$ cat src/rtl/lab3_pkg.sv
// Shared types and coin decoding for the order-collector front end of the vending core.
// Pure declarations; no timing or flow-control behaviour of its own.
package lab3_pkg;

   localparam int MONEY_W = 6;
   localparam int PID_W   = 3;

   typedef enum logic [2:0] {
      IDLE,
      COLLECT,
      ISSUE,
      WAIT,
      REFUND
   } state_t;

   localparam logic [1:0] COIN_1  = 2'b00;
   localparam logic [1:0] COIN_5  = 2'b01;
   localparam logic [1:0] COIN_10 = 2'b10;
   localparam logic [1:0] COIN_20 = 2'b11;

   function automatic logic [MONEY_W-1:0] coin_value(input logic [1:0] code);
      case (code)
         COIN_1:  coin_value = 6'd1;
         COIN_5:  coin_value = 6'd5;
         COIN_10: coin_value = 6'd10;
         default: coin_value = 6'd20;
      endcase
   endfunction

endpackage

$ cat src/rtl/coin_credit_accumulator.sv
// Credit register: adds decoded coins while accept_en, rejects overflow past MAX_CREDIT.
// One-cycle latency; a rejected coin leaves credit unchanged and pulses coin_reject next cycle.
module coin_credit_accumulator
   import lab3_pkg::*;
#(
   parameter int MAX_CREDIT = 63
) (
   input  logic               clk,
   input  logic               rst_n,
   input  logic               coin_vld,
   input  logic [1:0]         coin_code,
   input  logic               accept_en,
   input  logic               clear,
   output logic [MONEY_W-1:0] credit,
   output logic [MONEY_W-1:0] credit_nxt,
   output logic               coin_acc,
   output logic               coin_reject
);

   localparam logic [MONEY_W:0] MAX_SUM = MAX_CREDIT[MONEY_W:0];

   logic [MONEY_W-1:0] credit_q, credit_d;
   logic               coin_reject_q, coin_reject_d;
   logic [MONEY_W:0]   sum;

   // Sum is one bit wider so an overflowing coin is detected rather than wrapped.
   always_comb begin
      sum           = {1'b0, credit_q} + {1'b0, coin_value(coin_code)};
      coin_acc      = coin_vld && accept_en && (sum <= MAX_SUM);
      coin_reject_d = coin_vld && !coin_acc;
      credit_d      = credit_q;
      if (clear) begin
         credit_d = '0;
      end else if (coin_acc) begin
         credit_d = sum[MONEY_W-1:0];
      end
   end

   always_ff @(posedge clk) begin
      if (!rst_n) begin
         credit_q      <= '0;
         coin_reject_q <= 1'b0;
      end else begin
         credit_q      <= credit_d;
         coin_reject_q <= coin_reject_d;
      end
   end

   assign credit      = credit_q;
   assign credit_nxt  = credit_d;
   assign coin_reject = coin_reject_q;

endmodule

$ cat src/rtl/coin_order_collector.sv
// Collects coins and a selection, issues one order strobe to the core, then returns change.
// Orders appear one cycle after confirm; the core is never backpressured, a missing verdict forces a refund.
module coin_order_collector
   import lab3_pkg::*;
#(
   parameter int MAX_CREDIT   = 63,
   parameter int WAIT_TIMEOUT = 8
) (
   input  logic               CLK,
   input  logic               resetN,
   input  logic               coinValid,
   input  logic [1:0]         coinCode,
   input  logic               selectValid,
   input  logic [PID_W-1:0]   selProduct,
   input  logic               selVm,
   input  logic               selSugar,
   input  logic               confirm,
   input  logic               cancel,
   input  logic               productReady,
   input  logic               coreError,
   input  logic [MONEY_W-1:0] moneyLeft,
   output logic [MONEY_W-1:0] money,
   output logic               vm,
   output logic [PID_W-1:0]   productID,
   output logic               sugar,
   output logic               orderValid,
   output logic [MONEY_W-1:0] changeOut,
   output logic               changeValid,
   output logic               coinReject,
   output logic               timeoutErr,
   output logic               busy
);

   localparam int               CNT_W    = $clog2(WAIT_TIMEOUT + 1);
   localparam logic [CNT_W-1:0] CNT_LAST = CNT_W'(WAIT_TIMEOUT - 1);

   state_t             state_q, state_d;
   logic               selected_q, selected_d;
   logic               vm_q, vm_d;
   logic [PID_W-1:0]   pid_q, pid_d;
   logic               sugar_q, sugar_d;
   logic               order_valid_q, order_valid_d;
   logic [MONEY_W-1:0] change_out_q, change_out_d;
   logic               change_valid_q, change_valid_d;
   logic               timeout_err_q, timeout_err_d;
   logic               busy_q, busy_d;
   logic [CNT_W-1:0]   cnt_q, cnt_d;

   logic [MONEY_W-1:0] credit, credit_nxt;
   logic               coin_acc, coin_reject;
   logic               open_q;

   assign open_q = (state_q == IDLE) || (state_q == COLLECT);

   coin_credit_accumulator #(
      .MAX_CREDIT(MAX_CREDIT)
   ) u_credit (
      .clk        (CLK),
      .rst_n      (resetN),
      .coin_vld   (coinValid),
      .coin_code  (coinCode),
      .accept_en  (open_q),
      .clear      (state_q == REFUND),
      .credit     (credit),
      .credit_nxt (credit_nxt),
      .coin_acc   (coin_acc),
      .coin_reject(coin_reject)
   );

   always_comb begin
      state_d        = state_q;
      selected_d     = selected_q;
      vm_d           = vm_q;
      pid_d          = pid_q;
      sugar_d        = sugar_q;
      change_out_d   = change_out_q;
      cnt_d          = cnt_q;
      order_valid_d  = 1'b0;
      change_valid_d = 1'b0;
      timeout_err_d  = 1'b0;

      // Selection is frozen from ISSUE onward so the core sees a stable order.
      if (selectValid && open_q) begin
         selected_d = 1'b1;
         vm_d       = selVm;
         pid_d      = selProduct;
         sugar_d    = selSugar;
      end

      case (state_q)
         IDLE: begin
            if (coin_acc) state_d = COLLECT;
         end
         COLLECT: begin
            // A coin landing with cancel is refunded along with the rest.
            if (cancel) begin
               state_d        = REFUND;
               change_out_d   = credit_nxt;
               change_valid_d = 1'b1;
            end else if (confirm && selected_q) begin
               state_d       = ISSUE;
               order_valid_d = 1'b1;
            end
         end
         ISSUE: begin
            state_d = WAIT;
            cnt_d   = '0;
         end
         WAIT: begin
            if (productReady) begin
               state_d        = REFUND;
               change_out_d   = (moneyLeft < credit) ? moneyLeft : credit;
               change_valid_d = 1'b1;
            end else if (coreError) begin
               state_d        = REFUND;
               change_out_d   = credit;
               change_valid_d = 1'b1;
            end else if (cnt_q == CNT_LAST) begin
               state_d        = REFUND;
               change_out_d   = credit;
               change_valid_d = 1'b1;
               timeout_err_d  = 1'b1;
            end else begin
               cnt_d = cnt_q + CNT_W'(1);
            end
         end
         REFUND: begin
            state_d    = IDLE;
            selected_d = 1'b0;
            vm_d       = 1'b0;
            pid_d      = '0;
            sugar_d    = 1'b0;
         end
         default: state_d = IDLE;
      endcase

      busy_d = (state_d == ISSUE) || (state_d == WAIT) || (state_d == REFUND);
   end

   always_ff @(posedge CLK) begin
      if (!resetN) begin
         state_q        <= IDLE;
         selected_q     <= 1'b0;
         vm_q           <= 1'b0;
         pid_q          <= '0;
         sugar_q        <= 1'b0;
         order_valid_q  <= 1'b0;
         change_out_q   <= '0;
         change_valid_q <= 1'b0;
         timeout_err_q  <= 1'b0;
         busy_q         <= 1'b0;
         cnt_q          <= '0;
      end else begin
         state_q        <= state_d;
         selected_q     <= selected_d;
         vm_q           <= vm_d;
         pid_q          <= pid_d;
         sugar_q        <= sugar_d;
         order_valid_q  <= order_valid_d;
         change_out_q   <= change_out_d;
         change_valid_q <= change_valid_d;
         timeout_err_q  <= timeout_err_d;
         busy_q         <= busy_d;
         cnt_q          <= cnt_d;
      end
   end

   assign money       = credit;
   assign vm          = vm_q;
   assign productID   = pid_q;
   assign sugar       = sugar_q;
   assign orderValid  = order_valid_q;
   assign changeOut   = change_out_q;
   assign changeValid = change_valid_q;
   assign coinReject  = coin_reject;
   assign timeoutErr  = timeout_err_q;
   assign busy        = busy_q;

endmodule

$ cat config.mk
export PLATFORM = sky130hd
export DESIGN_NAME = coin_order_collector
export DESIGN_NICKNAME = d
export VERILOG_FILES = /design/src/rtl/lab3_pkg.sv /design/src/rtl/coin_credit_accumulator.sv /design/src/rtl/coin_order_collector.sv
export SDC_FILE = /design/constraint.sdc
export NUM_CORES = 1
export LEC_CHECK = 0
export ABC_AREA = 1
export BUFFER_PORTS_ARGS = -buffer_cell sky130_fd_sc_hd__clkbuf_2
export CORE_ASPECT_RATIO = 0.7
export CORE_MARGIN = 10
export CORE_UTILIZATION = 50
export CTS_BUF_LIST = sky130_fd_sc_hd__clkbuf_4
export DETAILED_ROUTE_END_ITERATION = 7
export GPL_ROUTABILITY_DRIVEN = 0
export PLACE_DENSITY = 0.84
export SLEW_MARGIN = 40
export SYNTH_ARGS = -nofsm -noshare
export SYNTH_HDL_FRONTEND = slang
export SYNTH_SLANG_ARGS = --single-unit
$ cat constraint.sdc
create_clock -name CLK -period 1.6 [get_ports CLK]
set_input_delay 0.08 -clock CLK [delete_from_list [all_inputs] [get_ports CLK]]
set_output_delay 0.08 -clock CLK [all_outputs]
set_load 0.03 [all_outputs]
* Word-level counts from Yosys, hierarchy flattened *
Cells that the tools add are included.

word-level totals
  flip-flop bits (word level) = 30
  input port bits = 21
  output and inout bits = 22
  word-level logic and storage cells = 79

operators by class
  add/subtract/negate cells = 2
  $lt $le $gt $ge = 2
  equality and inequality tests = 15
  mux-type cells = 26
  bitwise gates (word level) = 3
  reductions and logical operators = 18

operator list
  kind                   count
  $mux W6                7
  $mux W3                6
  $pmux W5 S3            1
  $eq A3 B2 Y1 const B   4
  $mux W4                3
  $pmux W3 S4            1
  $pmux W6 S2            1
  $ne A2 B2 Y1 const B   4
  $pmux W4 S2            1
  $add A6 B5 Y7          1
  $le A7 B6 Y1 const B   1
  $eq A3 B3 Y1 const B   2
  $lt A6 B6 Y1           1
  $logic_and A1 B1 Y1    5
  $mux W1                5
  $add A4 B1 Y4 const B  1
  $eq A4 B3 Y1 const B   1
  $ne A4 B4 Y1 const B   1
  $reduce_and A4 Y1      1
  $reduce_bool A2 Y1     2
  $reduce_or A4 Y1       1
  $eq A3 B1 Y1 const B   1
  $logic_not A3 Y1       1
  $logic_or A1 B1 Y1     3
  9 further kinds        11

* Logic depth before layout (Yosys ltp) *
  depth in word-level cells = 10
  depth in mapped cells = 14
  gate-level depth less buffers = 14

* By module *
From an unflattened synthesis, not the netlist that was laid out.

unflattened totals
  cells, all modules = 278
  area, all modules = 1931.9 um^2

by module, submodules not included
  module                   times used  cells an instance  area each (um^2)
  coin_order_collector     1           192                1327.5
  coin_credit_accumulator  1           86                 604.3

* Worst setup path before layout *
OpenSTA, ideal clock, no wires.

  path type = flip-flop to flip-flop
  from = register u_credit.credit_q[0], in the netlist u_credit.credit[0]
  to = register change_out_q[5], in the netlist changeOut[5]
  library setup time = 117 ps
  data arrival time = 1799 ps
  slack = -316 ps
  stages on the path, launching flop included = 11
  clock period less this slack = 1916 ps
  path through = dfxtp_1 -> ha_1 -> fa_1 -> nand3_1 -> o21ai_0 -> nor2_2 -> nand3_1 -> nand2_1 -> nor2_1 -> nor2_1 -> nor2_1

on the way
  longest elaborated chain between the ends = 7
  elaborated cells between the ends (all ways) = 10
  those cells by class = add/sub (1); order compare (2); mux (6); reduce/logical (1)

ends and longest elaborated chain
  item                    line                           text
  from (decl)             coin_credit_accumulator.sv:22  logic [MONEY_W-1:0] credit_q, credit_d;
  from (signal assigned)  coin_credit_accumulator.sv:44  credit_q <= credit_d;
  $add A6 B5 Y7           coin_credit_accumulator.sv:28  sum = {1'b0, credit_q} + {1'b0, coin_value(coin_code)};
  $le A7 B6 Y1            coin_credit_accumulator.sv:29  coin_acc = coin_vld && accept_en && (sum <= MAX_SUM);
  $logic_and A1 B1 Y1     coin_credit_accumulator.sv:29
  $mux W6                 coin_credit_accumulator.sv:34  end else if (coin_acc) begin
  $mux W6                 coin_credit_accumulator.sv:32  if (clear) begin
  $mux W6                 coin_order_collector.sv:96     if (cancel) begin
  $pmux W6 S2 (*)         coin_order_collector.sv:90     case (state_q)
  to (signal assigned)    coin_order_collector.sv:160    change_out_q <= change_out_d;
  to (decl)               coin_order_collector.sv:43     logic [MONEY_W-1:0] change_out_q, change_out_d;

Every way passes the cells marked *; elsewhere a longest branch is shown, timed or not. The select of a mux whose other input is x is not followed.
A chain may end at the register's enable or synchronous reset.

* Worst setup path in the final report *
  from = register u_credit.credit_q[0], in the netlist u_credit.credit[0]
  to = register u_credit.credit_q[2], in the netlist u_credit.credit[2]

on the way
  longest elaborated chain between the ends = 5

ends and longest elaborated chain
  item                 line
  $add A6 B5 Y7 (*)    coin_credit_accumulator.sv:28
  $le A7 B6 Y1         coin_credit_accumulator.sv:29
  $logic_and A1 B1 Y1  coin_credit_accumulator.sv:29
  $mux W6 (*)          coin_credit_accumulator.sv:34
  $mux W6 (*)          coin_credit_accumulator.sv:32

Every way passes the cells marked *; elsewhere a longest branch is shown, timed or not.

==> results.py <==
metrics = {
    "run_status": {
        "status": "complete, but fails checks",
        "violations": "negative setup slack",
    },
    "die": {
        "dieArea_um2": 6416,
        "ioPinCount": 43,
        "core_um2": 3491,
        "placementRows": 18,
        "die_width_um": 91.55,
        "start_util_pct": 51.33,
        "die_h_um": 70.09,
    },
    "route": {
        "drc": 0,
        "routedWlPerCell_um": 13.87,
        "first_pass_iters": 6,
        "vias_per_cell": 5.100,
        "drtIter0Drc": 175,
        "final_antenna_net_count": 0,
        "drt_wl_total_um": 5546,
        "via_count": 2040,
    },
    "sta": {
        "fin_crit_ns": 1.880,
        "finalSetupViolCount": 14,
        "fmax_mhz": 532.0,
        "whs_ns": 0.02991,
        "fin_crit_sh_pct": 117.5,
        "skew_ns": 0.01302,
        "rsz0062_at_grt": "true",
        "worst_slew_pin_slew_ns": 0.5714,
        "hold_viol": 0,
        "worst_slack_ns": -0.2795,
        "slew_violations": 0,
        "max_slew_margin_pct": 61.87,
    },
    "synth": {
        "synth.largest_area_cell": "dfxtp_1",
        "synth_warnings": 0,
        "ys_top_cells_by_count": "70 x nand2_1, 40 x inv_1, 34 x nor2_1, 32 x nand3_1, 30 x dfxtp_1",
        "ys_types": 27,
        "synth.top_cell.area_share_pct": 33.52,
        "syn_area_per_cell_um2": 6.661,
        "synth_area_leaders": "dfxtp_1 34%, nand2_1 15%, nand3_1 8.9%",
        "netlist_area_um2": 1792,
        "async_flop_share_pct": 0,
        "ys_seq_elements": 30,
        "syn-num-nets": 302,
        "ys_seq_area_share_pct": 33.52,
        "netlist_instances": 269,
        "synth-edff-count": 0,
        "yosysMostFrequentCell": "nand2_1",
        "ys.flop_type": "dfxtp_1",
    },
    "pwr": {
        "peakVddDrop_mv": 0.4383,
        "power_uw": 2117,
        "power.density_nw_per_um2": 837.7,
        "p_leak_uw": 0.001352,
    },
    "clocking": {
        "clk-insertion-delay-late_ns": 0.33,
        "ctsRootBufferMaster": "clkbuf_4",
        "cts_max_level": 2,
        "cts.sinks": 30,
        "cts_buffer_depth": 2,
        "path_clk_slew_ns": 0.11,
        "cts_buffers": 5,
        "cts_tree": "done",
    },
    "critical_path": {
        "criticalPathCategory": "reg2reg",
        "cp.arrival_ns": 2.08,
        "rrSetupSlack_ns": -0.28,
        "crit_fanout": 2,
        "crit_required_ns": 1.80,
        "reg2reg_from": "u_credit.credit[0]",
        "crit_path_start_kind": "flop",
        "r2r_end": "u_credit.credit[2]",
        "end_kind": "flop",
        "ff2ff_path_depth": 8,
    },
    "global_route": {
        "grt_pass1_vias": 1857,
        "grt_use_total_pct": 15.99,
        "antenna_found_initial": 0,
        "grt_max_degree": 14,
        "grt_pass1_wl_um": 8562,
        "grt.overflow.total": 0,
    },
    "worst_hold_path": {
        "hold_path_depth": 3,
        "min_from": "confirm",
        "hp-class": "in2reg",
        "worstHoldEndpoint": "orderValid",
    },
    "final_layout": {
        "multiInputGateArea_um2": 1107,
        "layout-drive-gt1-share_pct": 35.71,
        "fillers": 250,
        "nets": 382,
        "regArea_um2": 609.3,
        "syn_to_final_growth_pct": 41.06,
        "n_antenna_cell": 0,
    },
    "placement": {
        "port_buffers": 42,
        "place_hpwl_um": 3816,
        "place_ws_ns": -0.1889,
    },
    "job": {
        "maxCapViolCount": 0,
    },
}
==> area by class of cell <==
class | instances | share of cell area [%]
tap | 50 | 2.475
timing repair buffer | 77 | 20.00
clock inverter | 3 | 1.584
inverter | 44 | 6.535
multi-input combinational | 191 | 43.81
sequential | 30 | 24.11
clock buffer | 5 | 1.485
==> metrics by stage <==
step	utilization, %	TNS (ns)	cells	cell area, µm²
CTS	69.46	-1.875	397	2425
floorplan	-	-0.5899	269	1824
detailed placement	63.30	-1.083	376	2210
global route	72.40	-3.788	400	2527
global placement	63.30	-0.5674	376	2210
finish	72.40	-2.666	400	2527
==> worst max path at each step <==
stage	slack (ns)	from	depth (start not counted)	end
after floorplan	-0.11	u_credit.credit[0]	11	changeOut[2]
after global placement	-0.11	u_credit.credit[0]	11	changeOut[1]
after detailed placement	-0.19	u_credit.credit[0]	11	changeOut[0]
after CTS	-0.21	u_credit.credit[0]	11	changeOut[2]
after global routing	-0.37	u_credit.credit[0]	11	changeOut[5]
final	-0.28	u_credit.credit[0]	8	u_credit.credit[2]
==> layout by cell type (no fill, tap or decap) <==
cell type	n
nor4_1	1
clkbuf_4	5
dlygate4sd3_1	7
dfxtp_4	1
ha_1	10
a21oi_2	2
bufinv_16	1
nor2_4	4
o211a_1	1
dfxtp_1	25
nor2_1	28
nand3_4	2
xnor2_1	1
clkinv_2	2
nand2_4	1
xor2_1	2
a21oi_1	11
clkbuf_2	42
fa_2	1
nand2_1	60
o21ai_1	4
o21ai_0	3
inv_1	39
o21ai_2	1
buf_6	4
nor3_1	3
dfxtp_2	4
nor2_2	7
buf_4	24
nand3b_1	4
inv_2	5
nand2_2	12
nand3_1	26
ha_4	1
nand3_2	6
==> cells by family after synthesis <==
| family | share of synthesized area, % |
|---|---|
| AO/OA/AOI/OAI | 6.844 |
| XOR/XNOR | 1.467 |
| AND/OR/NAND/NOR | 38.48 |
| buffers and inverters | 10.89 |
| flip-flops | 33.52 |
| adder cells (fa/ha/maj) | 8.799 |
==> metal layers <==
| metal | track usage (%) | vias up | part of all wire, % |
|---|---|---|---|
| li1 | - | 1009 | - |
| met3 | 5.763 | 14 | 9.8 |
| met4 | 3.640 | 0 | 2.0 |
| met5 | 0 | - | 0 |
| met1 | 20.69 | 920 | 42 |
| met2 | 24.63 | 97 | 46 |
==> worst max-delay path, stage by stage (launching register included) <==
cell and delay, ns:
dfxtp_4 0.37, ha_4 0.16, fa_2 0.39, buf_4 0.15, xnor2_1 0.30, nand3_2 0.12
nand3_2 0.09, buf_4 0.13, nor2_1 0.03
==> sequential cells by signal, indices dropped and copies added (netlist names) <==
name / count
changeValid: 1
cnt_q: 4
timeoutErr: 1
vm: 1
productID: 3
busy: 1
changeOut: 6
u_credit.credit: 6
sugar: 1
orderValid: 1
u_credit.coin_reject: 1
state_q: 3
selected_q: 1
==> power by group <==
part           leakage, µW  switching [µW]  internal, µW
Combinational      0.00106             415           278
Sequential        0.000247            35.5           795
Clock            0.0000450             270           324
==> what timing repair did <==
item | CTS | global route
setup endpoints to repair | 13 | 14
pin swaps | 16 | 4
gates resized for setup | 5 | 25
setup buffers | 6 | 3
hold buffers | 7 | 0
cloned | 0 | 0
endpoints found under the hold margin | 7 | 0
(Power assumes the default switching activity.)
